$ cat src/rtl/game_pkg.sv
// game_pkg: shared definitions for the game sequencer and the note engine.
//   - game_state_e : game_state encoding (IDLE=0, PLAYING=1, PAUSED=2, OVER=3)
//   - NOTE_W       : width of a one-hot piano-key vector
//   - HOLD_W       : width of a note's hold length in beats
//   - sat_add16    : 16-bit saturating add of a hold length onto a score
package game_pkg;

  localparam int NOTE_W = 12;
  localparam int HOLD_W = 4;

  typedef enum logic [1:0] {
    ST_IDLE    = 2'd0,
    ST_PLAYING = 2'd1,
    ST_PAUSED  = 2'd2,
    ST_OVER    = 2'd3
  } game_state_e;

  // Adds a note length to the score, clamping at 16'hFFFF instead of wrapping.
  function automatic logic [15:0] sat_add16(input logic [15:0] a,
                                            input logic [HOLD_W-1:0] b);
    logic [16:0] sum;
    sum = {1'b0, a} + {13'd0, b};
    return sum[16] ? 16'hFFFF : sum[15:0];
  endfunction

endpackage

$ cat src/rtl/edge_detect.sv
// edge_detect: rising-edge detector against a registered previous value.
// Ports:
//   clk    - rising-edge clock
//   rst    - asynchronous active-high reset (previous value clears to 0)
//   sig_in - level to watch
//   rise   - high for the cycle in which sig_in is 1 and was 0 last cycle
module edge_detect (
  input  logic clk,
  input  logic rst,
  input  logic sig_in,
  output logic rise
);

  logic prev_q;
  logic prev_d;

  // Next previous-value is simply the current level.
  always_comb begin
    prev_d = sig_in;
  end

  // Previous-value register.
  always_ff @(posedge clk or posedge rst) begin
    if (rst) begin
      prev_q <= 1'b0;
    end else begin
      prev_q <= prev_d;
    end
  end

  assign rise = sig_in & ~prev_q;

endmodule

$ cat src/rtl/game_sequencer.sv
// game_sequencer: rhythm-game state machine. Counts song beats, judges each
// note as hit or miss from the keys held while it sounds, keeps score and
// lives, and ends the game on song completion or loss of all lives.
// Parameters: SONG_BEATS (1..255) beats in the song, MAX_LIVES (1..3).
// Ports:
//   game_clock, reset (async active-high)
//   beat_tick   - one-cycle pulse per beat
//   start_btn   - debounced button level (rising edge starts / toggles pause)
//   key_pressed - one bit per key; curr_note - one-hot expected key
//   hold_length - beats of the current note
//   game_frame, score, lives, game_state, hit, miss, win - registered outputs
// Build option: GAME_SEQUENCER_PAUSE_EN enables pause/resume on start edges
// while playing.
module game_sequencer
  import game_pkg::*;
#(
  parameter int SONG_BEATS = 11,
  parameter int MAX_LIVES  = 3
) (
  input  logic              game_clock,
  input  logic              reset,
  input  logic              beat_tick,
  input  logic              start_btn,
  input  logic [NOTE_W-1:0] key_pressed,
  input  logic [NOTE_W-1:0] curr_note,
  input  logic [HOLD_W-1:0] hold_length,
  output logic [7:0]        game_frame,
  output logic [15:0]       score,
  output logic [1:0]        lives,
  output logic [1:0]        game_state,
  output logic              hit,
  output logic              miss,
  output logic              win
);

  localparam logic [7:0] SONG_END   = 8'(SONG_BEATS);
  localparam logic [1:0] LIVES_INIT = 2'(MAX_LIVES);

  game_state_e       state_q, state_d;
  logic [7:0]        frame_q, frame_d;
  logic [15:0]       score_q, score_d;
  logic [1:0]        lives_q, lives_d;
  logic              win_q, win_d;
  logic              hit_q, hit_d;
  logic              miss_q, miss_d;
  logic [HOLD_W-1:0] cnt_q, cnt_d;
  logic [HOLD_W-1:0] len_q, len_d;
  logic              matched_q, matched_d;
  logic              wrong_q, wrong_d;

  logic              start_rise;
  logic              match_now;
  logic              wrong_now;
  logic              matched_acc;
  logic              wrong_acc;
  logic [HOLD_W-1:0] len_eff;
  logic [HOLD_W-1:0] cnt_inc;
  logic              note_end;

  edge_detect u_start_edge (
    .clk    (game_clock),
    .rst    (reset),
    .sig_in (start_btn),
    .rise   (start_rise)
  );

  assign match_now   = (key_pressed == curr_note) && (curr_note != 12'd0);
  assign wrong_now   = (key_pressed != 12'd0) && (key_pressed != curr_note);
  // Keys seen in the ending cycle still belong to the ending note.
  assign matched_acc = matched_q | match_now;
  assign wrong_acc   = wrong_q | wrong_now;
  // While the counter is 0 the length is being latched this very cycle, so a
  // one-beat note must be judged against the live hold_length.
  assign len_eff     = (cnt_q == 4'd0) ? hold_length : len_q;
  assign cnt_inc     = cnt_q + 4'd1;
  assign note_end    = beat_tick && (cnt_inc == len_eff);

  // Next-state and datapath for the game FSM.
  always_comb begin
    state_d   = state_q;
    frame_d   = frame_q;
    score_d   = score_q;
    lives_d   = lives_q;
    win_d     = win_q;
    hit_d     = 1'b0;
    miss_d    = 1'b0;
    cnt_d     = cnt_q;
    len_d     = len_q;
    matched_d = matched_q;
    wrong_d   = wrong_q;

    case (state_q)
      ST_IDLE, ST_OVER: begin
        if (start_rise) begin
          state_d   = ST_PLAYING;
          frame_d   = 8'd0;
          score_d   = 16'd0;
          lives_d   = LIVES_INIT;
          win_d     = 1'b0;
          cnt_d     = 4'd0;
          len_d     = 4'd0;
          matched_d = 1'b0;
          wrong_d   = 1'b0;
        end else begin
          state_d = state_q;
        end
      end

      ST_PLAYING: begin
        if (cnt_q == 4'd0) begin
          len_d = hold_length;
        end else begin
          len_d = len_q;
        end

        if (note_end) begin
          frame_d   = frame_q + 8'd1;
          cnt_d     = 4'd0;
          matched_d = 1'b0;
          wrong_d   = 1'b0;
          if (matched_acc && !wrong_acc) begin
            hit_d   = 1'b1;
            score_d = sat_add16(score_q, len_eff);
          end else begin
            miss_d  = 1'b1;
            lives_d = lives_q - 2'd1;
          end
        end else if (beat_tick) begin
          frame_d   = frame_q + 8'd1;
          cnt_d     = cnt_inc;
          matched_d = matched_acc;
          wrong_d   = wrong_acc;
        end else begin
          matched_d = matched_acc;
          wrong_d   = wrong_acc;
        end

        // Losing the last life outranks finishing the song in the same cycle.
        if (lives_d == 2'd0) begin
          state_d = ST_OVER;
          win_d   = 1'b0;
        end else if (frame_d == SONG_END) begin
          state_d = ST_OVER;
          win_d   = 1'b1;
        end else if (start_rise) begin
`ifdef GAME_SEQUENCER_PAUSE_EN
          state_d = ST_PAUSED;
`else
          state_d = ST_PLAYING;
`endif
        end else begin
          state_d = ST_PLAYING;
        end
      end

      ST_PAUSED: begin
`ifdef GAME_SEQUENCER_PAUSE_EN
        if (start_rise) begin
          state_d = ST_PLAYING;
        end else begin
          state_d = ST_PAUSED;
        end
`else
        // Not reachable in this build; fall back to a safe state.
        state_d = ST_IDLE;
`endif
      end

      default: begin
        state_d = ST_IDLE;
      end
    endcase
  end

  // State and datapath registers.
  always_ff @(posedge game_clock or posedge reset) begin
    if (reset) begin
      state_q   <= ST_IDLE;
      frame_q   <= 8'd0;
      score_q   <= 16'd0;
      lives_q   <= LIVES_INIT;
      win_q     <= 1'b0;
      hit_q     <= 1'b0;
      miss_q    <= 1'b0;
      cnt_q     <= 4'd0;
      len_q     <= 4'd0;
      matched_q <= 1'b0;
      wrong_q   <= 1'b0;
    end else begin
      state_q   <= state_d;
      frame_q   <= frame_d;
      score_q   <= score_d;
      lives_q   <= lives_d;
      win_q     <= win_d;
      hit_q     <= hit_d;
      miss_q    <= miss_d;
      cnt_q     <= cnt_d;
      len_q     <= len_d;
      matched_q <= matched_d;
      wrong_q   <= wrong_d;
    end
  end

  assign game_state = state_q;
  assign game_frame = frame_q;
  assign score      = score_q;
  assign lives      = lives_q;
  assign win        = win_q;
  assign hit        = hit_q;
  assign miss       = miss_q;

endmodule

$ cat config.mk
export PLATFORM = sky130hd
export DESIGN_NAME = game_sequencer
export DESIGN_NICKNAME = d
export VERILOG_FILES = /design/src/rtl/game_pkg.sv /design/src/rtl/edge_detect.sv /design/src/rtl/game_sequencer.sv
export SDC_FILE = /design/constraint.sdc
export NUM_CORES = 1
export LEC_CHECK = 0
export ABC_CLOCK_PERIOD_IN_PS = 6800
export CAP_MARGIN = 20
export CORE_MARGIN = 2
export CORE_UTILIZATION = 47
export CTS_BUF_LIST = sky130_fd_sc_hd__clkbuf_4 sky130_fd_sc_hd__clkbuf_8
export CTS_CLUSTER_SIZE = 30
export DETAILED_ROUTE_END_ITERATION = 6
export PLACE_DENSITY = 0.81
export SLEW_MARGIN = 20
export SYNTH_ARGS = -nofsm -noshare
export SYNTH_HDL_FRONTEND = slang
export SYNTH_HIERARCHICAL = 1
export SYNTH_SLANG_ARGS = --single-unit
$ cat constraint.sdc
create_clock -name game_clock -period 6.8 [get_ports game_clock]
set_clock_uncertainty 0.05 [all_clocks]
set_input_delay 1.02 -clock game_clock [delete_from_list [all_inputs] [get_ports game_clock]]
set_output_delay 1.02 -clock game_clock [all_outputs]
set_load 0.02 [all_outputs]
Yosys cells after proc, flatten, opt, wreduce, memory -nomap -nowiden
Cells that the tools add are included.
{"block": "word_totals", "wordCells": 87, "output_inout_bits": 31, "ram_bits": 0, "latchBits": 0, "n_memories": 0, "romBits": 0, "regBits": 42, "input_bits": 32}
{"block": "classes", "eq_ne": 12, "reduce_logical": 16, "shift": 0, "add_sub_neg": 4, "mul": 0, "magnitude_cmp": 0, "bitwise_logic": 4, "n_mux": 39, "div": 0}
{"operator": "two-way mux 16 bit", "n": 4}
{"operator": "two-way mux 8 bit", "n": 4}
{"operator": "one-hot mux 16 bit (2 select lines)", "n": 1}
{"operator": "nonzero test 12 bit", "n": 2}
{"operator": "adder 16 x 4 -> 17 bit", "n": 1}
{"operator": "two-way mux 4 bit", "n": 4}
{"operator": "one-hot mux 4 bit (2 select lines)", "n": 2}
{"operator": "one-hot mux 8 bit (2 select lines)", "n": 1}
{"operator": "two-way mux 2 bit", "n": 7}
{"operator": "equality test 12 bit", "n": 1}
{"operator": "!= test 12 bit", "n": 1}
{"operator": "two-way mux 1 bit", "n": 11}
{"operator": "adder 8 x 1 -> 8 bit, second input constant", "n": 1}
{"operator": "equality test 8 x 4 -> 1 bit, second input constant", "n": 1}
{"operator": "!= test 2 bit, second input constant", "n": 3}
{"operator": "!= test 3 bit, second input constant", "n": 2}
{"operator": "one-hot mux 1 bit (2 select lines)", "n": 3}
{"operator": "one-hot mux 2 bit (3 select lines)", "n": 1}
{"operator": "AND reduction 3 bit", "n": 2}
{"operator": "adder 4 x 1 -> 4 bit, second input constant", "n": 1}
{"operator": "equality test 2 bit, second input constant", "n": 2}
{"operator": "equality test 4 bit", "n": 1}
{"operator": "logical AND 1 bit", "n": 4}
{"operator": "zero test 2 bit", "n": 2}
{"operator": "12 further kinds", "n": 13}

Longest topological paths before layout
Gate-level depths: netlist (run 1).
{"block": "depth", "depth_word": 11, "mapped_depth": 15, "depth_no_buf": 14}

By module
Netlist (run 1), hierarchy kept.
{"mod": "game_sequencer", "n_inst": 1, "area_per_inst_um2": 2832.7, "cells_per_inst": 320, "seq_area_each_um2": 1028.5}
{"mod": "edge_detect", "n_inst": 1, "area_per_inst_um2": 42.5, "cells_per_inst": 3, "seq_area_each_um2": 25.0}

Least setup slack after synthesis (run 1)
No wires, ideal clock.
{"block": "synth_timing", "path_type": "reg-to-reg", "from": "register cnt_q[0]", "to": "register score_q[3] (netlist: score[3])", "path_slack_ns": 3.616, "path_buffers": 1, "stages_incl_launch_ff": 16, "t_required_ns": 6.672, "arrival_time_ns": 3.055, "synth_period_minus_slack_ns": 3.184, "setup_time_ns": 0.078, "path_cell_list": "dfrtp_1 > inv_1 > ha_1 > nor3b_4 > mux2_2 > ha_1 > inv_1 > fa_1 > nor2b_1 > o21ai_0 > a21oi_1 > nand3_1 > nor2_1 > clkbuf_1 > nor2_1 > o2bb2ai_1"}
{"block": "synth_via", "elab_chain_len": 7, "elab_cells_between_ends": 12, "cone_classes": "add/sub: 2; eq/ne: 2; mux: 5; reduce/logical: 3"}
{"element": "start, declared", "line_no": "game_sequencer.sv:46", "rtl": "logic [HOLD_W-1:0] cnt_q, cnt_d;"}
{"element": "start signal, assigned", "line_no": "game_sequencer.sv:197", "rtl": "cnt_q <= cnt_d;"}
{"element": "zero test 4 bit", "line_no": "game_sequencer.sv:74", "rtl": "assign len_eff = (cnt_q == 4'd0) ? hold_length : len_q;"}
{"element": "two-way mux 4 bit"}
{"element": "adder 16 x 4 -> 17 bit", "line_no": "game_pkg.sv:22", "rtl": "sum = {1'b0, a} + {13'd0, b};"}
{"element": "two-way mux 16 bit", "line_no": "game_pkg.sv:23", "rtl": "return sum[16] ? 16'hFFFF : sum[15:0];"}
{"element": "two-way mux 16 bit", "line_no": "game_sequencer.sv:121", "rtl": "if (matched_acc && !wrong_acc) begin"}
{"element": "two-way mux 16 bit", "line_no": "game_sequencer.sv:116", "rtl": "if (note_end) begin"}
{"element": "one-hot mux 16 bit (2 select lines)", "line_no": "game_sequencer.sv:92", "rtl": "case (state_q)"}
{"element": "end signal, assigned", "line_no": "game_sequencer.sv:192", "rtl": "score_q <= score_d;"}
{"element": "end, declared", "line_no": "game_sequencer.sv:41", "rtl": "logic [15:0] score_q, score_d;"}
Parallel ways exist; a longest one is shown, timed or not. The select of a mux whose other input is x is not followed.
A chain may end at the register's enable or synchronous reset.

Final worst setup path (run 1)
{"block": "layout_timing", "from": "input curr_note[2]", "to": "register score_q[13] (netlist: score[13])"}
{"block": "layout_via", "elab_chain_len": 7, "elab_cells_between_ends": 11, "cone_classes": "eq/ne: 3; bitwise: 2; reduce/logical: 6"}
{"element": "start, declared", "line_no": "game_sequencer.sv:25", "rtl": "input logic [NOTE_W-1:0] curr_note,"}
{"element": "!= test 12 bit", "line_no": "game_sequencer.sv:68", "rtl": "assign wrong_now = (key_pressed != 12'd0) && (key_pressed != curr_note);"}
{"element": "logical AND 1 bit", "line_no": "game_sequencer.sv:68"}
{"element": "bitwise OR 1 bit", "line_no": "game_sequencer.sv:71", "rtl": "assign wrong_acc = wrong_q | wrong_now;"}
{"element": "zero test 1 bit", "line_no": "game_sequencer.sv:121"}
{"element": "logical AND 1 bit *", "line_no": "game_sequencer.sv:121"}
{"element": "!= test 2 bit (no line) *"}
{"element": "AND reduction 4 bit (no line) *"}
Every way passes the cells marked *; elsewhere a longest branch is shown, timed or not.

==> results of run 1 <==
==> metrics by stage <==
stage | hold WS, ns | area [sq um] | cells | setup slack, ns | utilization (%)
after floorplan | 0.399 | 2880 | 323 | 3.62 | -
after global routing | 0.496 | 3630 | 457 | 2.47 | 61.3
final | 0.450 | 3630 | 457 | 2.75 | 61.3
after detailed placement | 0.438 | 3540 | 449 | 2.48 | 59.7
after global placement | 0.422 | 3540 | 449 | 2.57 | 59.7
after CTS | 0.459 | 3630 | 457 | 2.80 | 61.3
==> tightest hold or removal path, cell delays in order, from the launching register on <==
cell     delay, ns
dfrtp_1       0.35
nand2_1       0.05
o21ai_0       0.07
==> power groups by stage <==
stage                     sequential (uW)  clock, uW  combinational, uW
after floorplan                       386          0                429
after global placement                372          0                582
after detailed placement              374          0                603
after CTS                             369        176                605
after global routing                  378        186                674
final                                 370        173                603
==> cells in the final DEF (no fill, tap or decap), types with 11 or more instances in the layout <==
cell / count
a21oi_1: 19
clkdlybuf4s50_1: 62
dfrtp_1: 40
inv_1: 19
nand2_1: 24
nand3_1: 12
nor2_1: 27
nor4_1: 11
o21ai_0: 18
o2bb2ai_1: 11
xor2_1: 17
==> layout make-up <==
cell class	instances	area share, %
multi-input cells	250	46.5
clock buffers	7	2.48
clock inverters	1	0.138
repair buffers	63	17.3
inverters	19	1.96
flip-flops and latches	42	29.0
well taps	75	2.58
==> layer usage <==
metal,vias to the layer above,routed length [um],GRT usage (%)
met4,0,83,6.33
met1,1292,3230,29.0
met2,57,3400,38.0
li1,1312,-,-
met3,9,251,4.24
met5,-,0,0
==> path summary, 6_finish.rpt <==
| kind | startpoint | endpoint | slack (ns) | cells after the start |
|---|---|---|---|---|
| max in group asynchronous | reset | lives[0]$_DFFE_PP1P_ | 4.72 | 3 |
| hold reg to reg | len_q[3]$_DFFE_PP0P_ | len_q[3]$_DFFE_PP0P_ | 0.45 | 2 |
| setup reg to reg | cnt_q[0]$_DFFE_PP0P_ | score[3]$_DFFE_PP0P_ | 2.94 | 14 |
| setup / recovery | curr_note[2] | score[13]$_DFFE_PP0P_ | 2.75 | 8 |
| hold / removal | len_q[3]$_DFFE_PP0P_ | len_q[3]$_DFFE_PP0P_ | 0.45 | 2 |
| min in group asynchronous | reset | u_start_edge/prev_q$_DFF_PP0_ | 0.84 | 2 |
==> synth_stat cells, types with 2 or more instances <==
master	number	area share [%]
clkbuf_1	9	1.2
nor4_1	11	2.4
inv_1	19	2.5
o31ai_1	3	0.78
nor2b_1	6	1.3
buf_6	2	0.78
a21o_1	3	0.78
o21ai_0	18	3.1
nand3_1	12	2.1
mux2i_1	2	0.70
dfstp_2	2	1.8
nand2_1	24	3.1
a31oi_1	5	1.1
ha_1	9	3.9
nor3_1	6	1.0
a22o_1	5	1.5
nand4_1	8	1.7
nand2b_1	4	0.87
and3_1	9	2.0
mux2_2	2	0.78
a211oi_1	2	0.52
o211ai_1	8	2.1
o2bb2ai_1	11	3.4
o22ai_1	3	0.65
o211a_1	4	1.4
xor2_1	17	5.2
nor2_1	27	3.5
dfrtp_1	40	35
and3b_1	2	0.61
xnor2_1	4	1.2
a21oi_1	19	3.3
o22a_1	2	0.61
==> registers in the layout, summed over array words and instances, names as in the netlist, 2 cells and up <==
register	count
game_state	2
len_q	4
lives	2
cnt_q	4
score	16
game_frame	8
==> logic make-up after synthesis <==
| logic type | count (synthesis) | synth area share (%) |
|---|---|---|
| buf+inv | 31 | 4.61 |
| flops | 42 | 36.6 |
| simple gates | 120 | 22.5 |
| fa+ha+maj | 10 | 4.61 |
| mux | 5 | 1.96 |
| compound gates | 94 | 23.2 |
| xor+xnor | 21 | 6.40 |
==> run_results.csv, run 1 <==
group,metric,value,unit
floorplan,die_height,82.2,um
placement,port-buffer-count,62,
logic_synthesis,synthCells,323,
final_layout,multi_input_comb_area,1690,sq um
sta,max_freq,247,MHz
sta,finalHoldViolCount,0,
logic_synthesis,synth_async_sr_flop_share,100,%
route,drt_iter0_drc,127,
global_routing,grt_pass1_wl,12000,um
cts,clk_latency,0.29,ns
sta,worst_slew_pin_slew,0.970,ns
pwr,p_total,1150,uW
run_status,status,"finished clean",
logic_synthesis,synth_warnings,6,
final_layout,area_growth,26.3,%
pwr,power.switching,497,uW
cts,cts_hold_buf,0,
logic_synthesis,synth.avg_cell_area,8.90,sq um
placement,dpl.hpwl,5170,um
logic_synthesis,synth_ff_type,"dfrtp_1",
pwr,ir_drop,0.000150,V
final_layout,fill_cells,527,
flow_run,drv_cap,0,
floorplan,coreArea,5920,sq um
setup_path,criticalPathCategory,"in2reg",
hold_path,hold_class,"reg2reg",
cts,cts_resized,0,
route,routed_wl,6970,um
final_layout,drive_gt1_share,6.28,%
sta,post-route-period-util,59.6,%
pwr,power_leakage,0.00151,uW
setup_path,crit_chain,"clkdlybuf4s50_1 > xor2_1 > nor4_1 > nand4_1 > o211ai_1 > nand3_1 > o211a_1 > o22ai_1",
pwr,switching_share,43.4,%
sta,min_period,4.05,ns
cts,cts_buffers,5,
setup_path,path_max_fanout,27,
cts,root_buffer,"clkbuf_8",
pwr,power_density,316,nW/um^2
placement,place_congestion,0.869,
pwr,p_clk_share,15.1,%
logic_synthesis,ys_seq_elements,42,
setup_path,required,6.94,ns
setup_path,slowest_stage,"nand3_1",
sta,setup_viol,0,
logic_synthesis,syn_area,2880,sq um
pwr,intPower,649,uW
sta,maxSlewViolCount,0,
logic_synthesis,synth_edf_count,0,
global_routing,grt_max_degree,28,
setup_path,startpoint_type,"input pin",
route,via_per_inst,5.84,
final_layout,diodes,0,
cts,cts_tree,"done",
global_routing,antenna_found_initial,0,
global_routing,grt.overflow.total,0,
final_layout,fin_nets,423,
floorplan,pin_count,63,
pwr,pwr-share-comb,52.6,%
cts,cts.htree.levels,2,
sta,fin_setup_tns,0,ns
cts,clock_sinks,42,
setup_path,cp-end-kind,"flop",
sta,slew_headroom,35.2,%
cts,cts.clk_slew.worst_paths,0.08,ns
global_routing,grt_pass1_vias,2662,
route,firstDrtPassIters,4,
logic_synthesis,ys_seq_area_share,36.6,%
setup_path,slowest_delay,0.79,ns
floorplan,rows,28,
final_layout,regArea,1050,sq um
floorplan,die_w,82.2,um
sta,grt_setup_unrepaired,"no",
global_routing,grt_util_all_layers,22.4,%
logic_synthesis,synthDistinctLibCells,57,
route,dr_total_vias,2670,
setup_path,crit_family,"simple AND/OR/NAND/NOR gates",
setup_path,path_buf_inv,1,
floorplan,start_util,48.6,%
route,route.detailed.drc,0,
floorplan,dieArea,6760,sq um
logic_synthesis,synth_fp_nets,365,
cts,clockBufferDepth,2,
route,routedWlPerCell,15.2,um
pwr,pwr-share-seq,32.3,%
setup_path,crit_arrival,4.19,ns
cts,cts_setup_buffers,0,
route,drtAntennaViolNets,0,
Power figures use the tool's default switching activity.
==> run 2, diff against run 1 <==
--- a/config.mk
+++ b/config.mk
@@ -5,7 +5,7 @@
 export SDC_FILE = /design/constraint.sdc
 export NUM_CORES = 1
 export LEC_CHECK = 0
-export ABC_CLOCK_PERIOD_IN_PS = 6800
+export ABC_CLOCK_PERIOD_IN_PS = 4019
 export CAP_MARGIN = 20
 export CORE_MARGIN = 2
 export CORE_UTILIZATION = 47
==> constraint.sdc (replaced) <==
create_clock -name game_clock -period 4.02 [get_ports game_clock]
set_clock_uncertainty 0.05 [all_clocks]
set_input_delay 0.603 -clock game_clock [delete_from_list [all_inputs] [get_ports game_clock]]
set_output_delay 0.603 -clock game_clock [all_outputs]
set_load 0.02 [all_outputs]
==> run 2 against run 1 <==
Effect of this change:
- clock power increased by 140%
- setup slack got worse by 2.3 ns
- power increased by 83%
- utilization increased by 1.6 points
- clock-buffer cell count decreased by 1
- sequential power increased by 69%
- first-iteration DRC count increased by 7.1%
- cell area increased by 2.6%
- sequential share of layout area decreased by 0.72 points
- cell count increased by 1.3%
- critical path type is now reg2reg
- critical endpoint is now score[12]$_DFFE_PP0P_
- largest cell class unchanged
- largest power group unchanged
==> run_results.csv, run 2 (synthesized netlist as in run 1, its figures left out) <==
group,metric,value,unit
final_layout,fill_cells,508,
cts,clk_latency,0.30,ns
floorplan,die_w,82.2,um
floorplan,coreArea,5920,sq um
sta,min_period,3.52,ns
sta,grt_setup_unrepaired,"no",
sta,finalHoldViolCount,0,
final_layout,final_cell_mix,"clkdlybuf4s50_1, dfrtp_1, nor2_1, nand2_1",
global_routing,grt_pass1_vias,2761,
floorplan,start_util,48.6,%
sta,timing.hold.ws,0.410,ns
route,drtAntennaViolNets,0,
cts,cts_resized,0,
final_layout,final_util,62.9,%
setup_path,cp-end-kind,"flop",
final_layout,drive_gt1_share,7.73,%
sta,post-route-period-util,87.7,%
final_layout,largest_reg_flops,16,
cts,clockBufferDepth,2,
final_layout,diodes,0,
cts,cts_buffers,5,
route,route.detailed.drc,0,
sta,slew_headroom,38.2,%
sta,max_freq,284,MHz
floorplan,die_height,82.2,um
global_routing,grt_util_all_layers,23.1,%
cts,cts.clk_slew.worst_paths,0.09,ns
final_layout,final_cells,463,
route,drt_iter0_drc,136,
route,via_per_inst,5.85,
pwr,power_density,564,nW/um^2
placement,port-buffer-count,62,
placement,place_congestion,0.871,
floorplan,dieArea,6760,sq um
cts,cts.htree.levels,2,
global_routing,grt.overflow.total,0,
sta,maxSlewViolCount,0,
cts,cts_setup_buffers,0,
cts,clock_sinks,42,
sta,setup_viol,0,
hold_path,hold_class,"in2async",
global_routing,globalRouteMet3Util,4.57,%
setup_path,startpoint_type,"flop",
route,firstDrtPassIters,4,
setup_path,reg2reg_depth,9,
cts,cts_tree,"done",
pwr,ir_drop,0.000280,V
setup_path,required,4.16,ns
global_routing,use_met2,38.2,%
setup_path,r2r-start,"cnt_q[0]$_DFFE_PP0P_",
placement,placed_cell_area,3580,sq um
sta,worst_slew_pin_slew,0.926,ns
floorplan,rows,28,
pwr,power_leakage,0.00156,uW
setup_path,r2r_slack,0.50,ns
placement,dpl.hpwl,5290,um
setup_path,crit_arrival,3.66,ns
global_routing,grt.met1_usage,30.1,%
setup_path,criticalPathCategory,"reg2reg",
global_routing,grt_pass1_wl,12300,um
sta,fin_setup_tns,0,ns
cts,root_buffer,"clkbuf_8",
route,routed_wl,7090,um
final_layout,layout_commonest_cell,"clkdlybuf4s50_1",
global_routing,grt_max_degree,28,
global_routing,antenna_found_initial,0,
route,dr_total_vias,2710,
placement,dp_cells,455,
final_layout,area_growth,29.5,%
cts,cts_hold_buf,0,
route,routedWlPerCell,15.3,um
setup_path,timing.rr.end,"score[12]$_DFFE_PP0P_",
final_layout,fin_nets,429,
global_routing,grt_busiest_layer,"met2",
floorplan,pin_count,63,
setup_path,path_max_fanout,11,
run_status,status,"finished clean",
final_layout,fin_area,3720,sq um
flow_run,drv_cap,0,
==> run 2: cell count changes in the layout (fill, tap and decap cells not counted) <==
cell       previous run  this run
buf_4                 1         7
clkbuf_4              1         0
bufinv_16             0         2
clkinv_2              1         0
==> run 2: worst max path at each step <==
stage / to / start / cells past startpoint
3_5_place_dp: score[12]$_DFFE_PP0P_ / hold_length[2] / 8
3_3_place_gp: score[14]$_DFFE_PP0P_ / hold_length[2] / 8
5_1_grt: score[15]$_DFFE_PP0P_ / cnt_q[0]$_DFFE_PP0P_ / 12
2_1_floorplan: score[3]$_DFFE_PP0P_ / cnt_q[0]$_DFFE_PP0P_ / 15
6_report: score[12]$_DFFE_PP0P_ / cnt_q[0]$_DFFE_PP0P_ / 9
4_1_cts: score[12]$_DFFE_PP0P_ / cnt_q[0]$_DFFE_PP0P_ / 9
==> run 2: power by group <==
part / switching [uW] / internal, uW / total [uW]
clock: 156 / 265 / 421
combinational: 596 / 457 / 1050
sequential: 112 / 515 / 627
total: 863 / 1240 / 2100
==> run 2: metrics by stage <==
step	power (uW)	setup WS, ns
CTS	2100	0.513
global placement	1640	0.595
floorplan	1380	0.836
global route	2250	0.112
detailed placement	1680	0.534
finish	2100	0.496
==> run 2: final cells by class <==
type	instances	area, sq um	share of cell area [%]
sequential	42	1050	28.3
timing repair buffer	69	673	18.1
clock inverter	2	60.1	1.61
tap	75	93.8	2.52
multi-input combinational	250	1690	45.4
clock buffer	6	82.6	2.22
inverter	19	71.3	1.92
==> run 2: per-layer routing <==
layer | vias to the layer above | part of all wire (%)
met4 | 0 | 1.1
li1 | 1324 | -
met5 | - | 0
met1 | 1307 | 46
met2 | 68 | 49
met3 | 11 | 4.2
==> run 2: worst max-delay path: stages, from the launching register on <==
cell and delay, ns:
dfrtp_1 0.47, inv_1 0.09, ha_1 0.19, nor3b_4 0.36, mux2i_2 0.40, xnor2_1 0.13
or4b_1 0.73, o31ai_4 0.56, nand2_2 0.18, o22a_1 0.24
==> patch 1 (settings of run 1) <==
Change the parameter `SONG_BEATS` from 11 to 5.
--- a/src/rtl/game_sequencer.sv
+++ b/src/rtl/game_sequencer.sv
@@ -16,3 +16,3 @@
 #(
-  parameter int SONG_BEATS = 11,
+  parameter int SONG_BEATS = 5,
   parameter int MAX_LIVES  = 3
Formal check against the unedited RTL: not equivalent (a bounded check fails within 10 cycles, from zero or initial values and one cycle with reset high).
==> patch 1 against run 1 <==
- total power decreased by 1.4%
- via count decreased by 0.82%
- non-clock buffer count increased by 1
- wire length increased by 1.3%
- first-iteration DRC count increased by 9.4%
- sequential cell count unchanged
- setup slack improved by 44 ps
- final area decreased by 1.1%
- synthesized area decreased by 2.8%
- clock power increased by 17%
- largest cell class unchanged
==> patch 1: results (changes against run 1) <==
.. list-table::
   :header-rows: 1

   * - Metric
     - Value
   * - First-pass GRT wire length
     - 11630 um (-3.0%)
   * - Fraction of layout instances using a drive strength above 1
     - 0.05882 (-0.004004)
   * - Hold Vio Cnt, Final
     - 0 (unchanged)
   * - Outcome
     - completed
   * - Cell count after placement
     - 441 (-1.8%)
   * - Most frequent cells after synthesis
     - dfrtp_1, nand2_1, o21ai_0
   * - Delay of the slowest cell on the worst path
     - 590 ps (-200 ps)
   * - Synthesis Warnings
     - 6 (unchanged)
   * - Overall via count from detail_route
     - 2648 (-0.82%)
   * - Number of distinct library cells after synthesis
     - 57 (unchanged)
   * - Post-CTS Setup Bufs
     - 0 (unchanged)
   * - Highest metal layer with signal wires
     - met4
   * - HPWL after detailed placement
     - 5270 um (+1.9%)
   * - Worst path arrival time
     - 4200 ps (about the same)
   * - Cell with the largest stage delay on the worst path
     - or3_1
   * - Syn_area_per_cell
     - 8.959 sq um (+0.64%)
   * - Filler-free cell count of the finished design
     - 449 (-1.8%)
   * - Maximum number of pins on one net before global-route repair
     - 42 (+50%)
   * - Leakage power figure
     - 1.527 nW (+0.85%)
   * - Worst-path maximum fanout
     - 10 (-63%)
   * - Global-route met3 utilization
     - 0.04111 (-0.001280)
   * - Hold Crit Class
     - flip-flop to flip-flop
   * - Final #Nets
     - 415 (-1.9%)
   * - Worst slew margin relative to its limit
     - 0.4756 (+0.1238)
   * - Area share of the largest cell type after synthesis
     - 0.3581 (+0.009973)
   * - GR Util met1
     - 0.2922 (+0.001799)
   * - Root Buffer Master
     - clkbuf_8
   * - Met2 usage in global routing
     - 0.3901 (+0.01024)
   * - Post-cts repair resize count
     - 0 (unchanged)
   * - Biggest area contributors in the synthesized netlist
     - dfrtp_1, xor2_1, o21ai_0
   * - Net count of the mapped netlist
     - 354 (-3.0%)
   * - Instance area at placement
     - 3471 sq um (-1.8%)
   * - Maximum ir drop on the vdd rail
     - 201.2 uV (+34%)
   * - GP Congestion
     - 0.8835 (+1.6%)
   * - Met1 wire length
     - 3165 um (-2.0%)
   * - Sequential element share of the synthesized area
     - 0.3769 (+0.01050)
   * - CTS Buffer Depth
     - 2 (unchanged)
   * - Number of port buffers
     - 62 (unchanged)
   * - Max reg flops
     - 16 (unchanged)
   * - Clock slew at the register clock pins of the worst setup and hold paths
     - 80 ps (about the same)
   * - GRT Overall Usage
     - 0.2259 (+0.002180)
   * - Detailed Route Iter0 Violations
     - 139 (+9.4%)
   * - Drt wl/cell
     - 15.73 um (+3.1%)
   * - Met2 Routed Length
     - 3457 um (+1.6%)
   * - Met3 wire length
     - 342 um (+36%)
## patch 1: tightest hold or removal path, stage by stage, from the launching register on
cell	delay, ps
dfrtp_1	350
nand2_1	50
o21ai_0	60
## patch 1: power by group
| group | switching, mW | internal (mW) | total [mW] | leakage, nW |
|---|---|---|---|---|
| logic | 0.326 | 0.236 | 0.561 | 0.921 |
| clock network | 0.0856 | 0.118 | 0.203 | 0.0593 |
| registers | 0.0606 | 0.304 | 0.365 | 0.546 |
| total | 0.472 | 0.658 | 1.13 | 1.53 |
## patch 1: worst paths after layout
path / endpoint / slack [ps] / start / depth (start not counted)
max in group asynchronous: lives[1] / 5170 / reset / 3
min in group asynchronous: u_start_edge/prev_q / 840 / reset / 2
min reg2reg: len_q[3] / 450 / len_q[3] / 2
max: score[1] / 2790 / hold_length[0] / 12
max reg2reg: score[1] / 2810 / cnt_q[0] / 14
min: len_q[3] / 450 / len_q[3] / 2
## patch 1: layout make-up
| type | instances | area (sq um) |
|---|---|---|
| Tap cell | 75 | 93.84 |
| Fill cell | 488 | 2261 |
| Multi-Input combinational cell | 237 | 1607 |
| Clock inverter | 1 | 30.03 |
| Inverter | 23 | 86.33 |
| Timing Repair Buffer | 64 | 635.6 |
| Sequential cell | 42 | 1054 |
| Clock buffer | 7 | 83.83 |
## patch 1: through the flow
step	setup slack, ps	power [mW]
floorplan	3314	0.7486
global placement	2648	0.9076
CTS	2803	1.131
global route	2495	1.214
detailed placement	2490	0.9247
finish	2791	1.130
## patch 1: cell families (layout without fill, tap and decap cells)
group	Yosys count	after routing	synth area share
simple gates	103	103	0.2028
compound gates	100	100	0.2449
flops	42	42	0.3769
buf+inv	33	95	0.05013
xor+xnor	20	20	0.06266
fa+ha+maj	10	10	0.04745
mux	4	4	0.01522
==> patch 2 (settings of run 1) <==
Made on the original files. Remove the register `miss_q`: a continuous assignment takes its place, so the output `miss` follows one clock earlier.
--- a/src/rtl/game_sequencer.sv
+++ b/src/rtl/game_sequencer.sv
@@ -183,3 +183,2 @@
       hit_q     <= 1'b0;
-      miss_q    <= 1'b0;
       cnt_q     <= 4'd0;
@@ -195,3 +194,2 @@
       hit_q     <= hit_d;
-      miss_q    <= miss_d;
       cnt_q     <= cnt_d;
@@ -202,2 +200,4 @@
   end
+
+  assign miss_q = miss_d;
 
Check against the original RTL: not equivalent (a bounded check fails within 4 cycles, from zero or initial values and one cycle with reset high).
==> patch 2 against run 1 <==
- sequential share of layout area shrank 0.39 points
- synthesized area shrank 2.5%
- global-route usage grew 0.30 points
- total power grew 4.4%
- sequential cell count shrank 1
- setup slack lost 610 ps
- synthesized cell count shrank 2.5%
- wire length grew 2.1%
- final area shrank 1.0%
- core utilization grew 0.093 points
- die area shrank 2.4%
- critical path type is now primary input to output port
- count of clock-buffer cells in the layout is the same
==> patch 2: results (changes against run 1) <==
.. list-table::
   :header-rows: 1

   * - Metric
     - Value
   * - Outcome
     - completed
   * - Worst reg-to-reg setup slack
     - 3020 ps (+80 ps)
   * - Root Buffer Master
     - clkbuf_8
   * - Max reg flops
     - 16 (unchanged)
   * - Detail-routed via count per cell
     - 6.033 (+3.3%)
   * - Cell with the largest stage delay on the worst path
     - clkdlybuf4s50_1
   * - HPWL after detailed placement
     - 5142 um (-0.57%)
   * - Kind of cell with the highest combined delay on the critical path
     - buffers and inverters
   * - Final critical-path share of the clock period
     - 0.6851 (+0.08909)
   * - Worst slew margin relative to its limit
     - 0.3815 (+0.02964)
   * - Met2 Routed Length
     - 3539 um (+4.0%)
   * - Start point of the worst min-delay path
     - len_q[0]
   * - Crit Path Class
     - primary input to output port
   * - Met3 wire length
     - 433 um (+73%)
   * - Clock share of power
     - 0.178 (+0.027)
   * - Start point of the critical path
     - beat_tick
   * - Delay of the slowest cell on the worst path
     - 680 ps (-110 ps)
   * - Sequential element share of the synthesized area
     - 0.3670 (+0.0005587)
   * - Met2 usage in global routing
     - 0.3901 (+0.01024)
   * - Flop pwr share
     - 0.298 (-0.025)
   * - Worst Hold End
     - len_q[0]
   * - GP Congestion
     - 0.8361 (-3.8%)
   * - Number of distinct library cells after synthesis
     - 58 (+1.8%)
   * - Via count of the first global-routing pass
     - 2543 (-4.5%)
   * - Most frequent cells after synthesis
     - dfrtp_1, nand2_1, o21ai_0
   * - Post-Route Hold Slack
     - 462.2 ps (+12.34 ps)
   * - Clock Latency Late Sink
     - 300 ps
   * - Instance area at placement
     - 3473 sq um (-1.8%)
   * - Filler-free cell count of the finished design
     - 449 (-1.8%)
   * - Final #Nets
     - 415 (-1.9%)
   * - Maximum ir drop on the vdd rail
     - 174.5 uV (+16%)
   * - Worst setup slack after placement
     - 2163 ps (-312.7 ps)
   * - Endpoint of the worst setup timing path
     - miss
   * - Net count of the mapped netlist
     - 357 (-2.2%)
   * - Met1 wire length
     - 3016 um (-6.6%)
   * - Biggest area contributors in the synthesized netlist
     - dfrtp_1, xor2_1, o21ai_0
   * - First-pass GRT wire length
     - 11690 um (-2.5%)
   * - Critical R2R Launch
     - cnt_q[0]
   * - Highest metal layer with signal wires
     - met4
   * - Syn_area_per_cell
     - 8.897 sq um (about the same)
   * - P_clk
     - 0.213 mW (+23%)
   * - Fraction of layout instances using a drive strength above 1
     - 0.06150 (-0.001330)
   * - Cell count after placement
     - 441 (-1.8%)
   * - GR Util met1
     - 0.2786 (-0.01174)
   * - Internal power component
     - 0.6679 mW (+3.0%)
   * - Leakage power figure
     - 1.556 nW (+2.8%)
   * - Maximum number of pins on one net before global-route repair
     - 41 (+46%)
   * - Worst-path maximum fanout
     - 11 (-59%)
   * - Global-route met3 utilization
     - 0.04889 (+0.006498)
   * - R2R depth
     - 15 (+1)
   * - R2r endpoint
     - score[5]
   * - GRT Overall Usage
     - 0.2267 (+0.003030)
   * - Detailed Route Iter0 Violations
     - 186 (+46%)
   * - Drt wl/cell
     - 15.85 um (+3.9%)
-- patch 2: area by class of cell --
cell class              count  area (sq um)
fillers                   505          2257
clock inverters             1         30.03
clock buffers               7         90.09
flip-flops and latches     41          1028
well taps                  75         93.84
inverters                  20         75.07
repair buffers             64         635.6
multi-input cells         241          1640
-- patch 2: worst min-delay path, delay by kind of cell (launching register included) --
family | cells | cell delay (ps)
DFF | 1 | 360
and+or+nand+nor | 1 | 50
AOI/OAI and AO/OA | 1 | 60
-- patch 2: logic make-up (layout without fill, tap and decap cells) --
| logic type | count (synthesis) | count (layout) | synth area share |
|---|---|---|---|
| muxes | 4 | 4 | 0.01473 |
| adders and majority gates | 10 | 10 | 0.04732 |
| xor gates and xnor gates | 23 | 23 | 0.07187 |
| and+or+nand+nor | 111 | 111 | 0.2183 |
| buffers and inverters | 33 | 92 | 0.04777 |
| AOI/OAI and AO/OA | 93 | 93 | 0.2330 |
| DFF | 41 | 41 | 0.3670 |
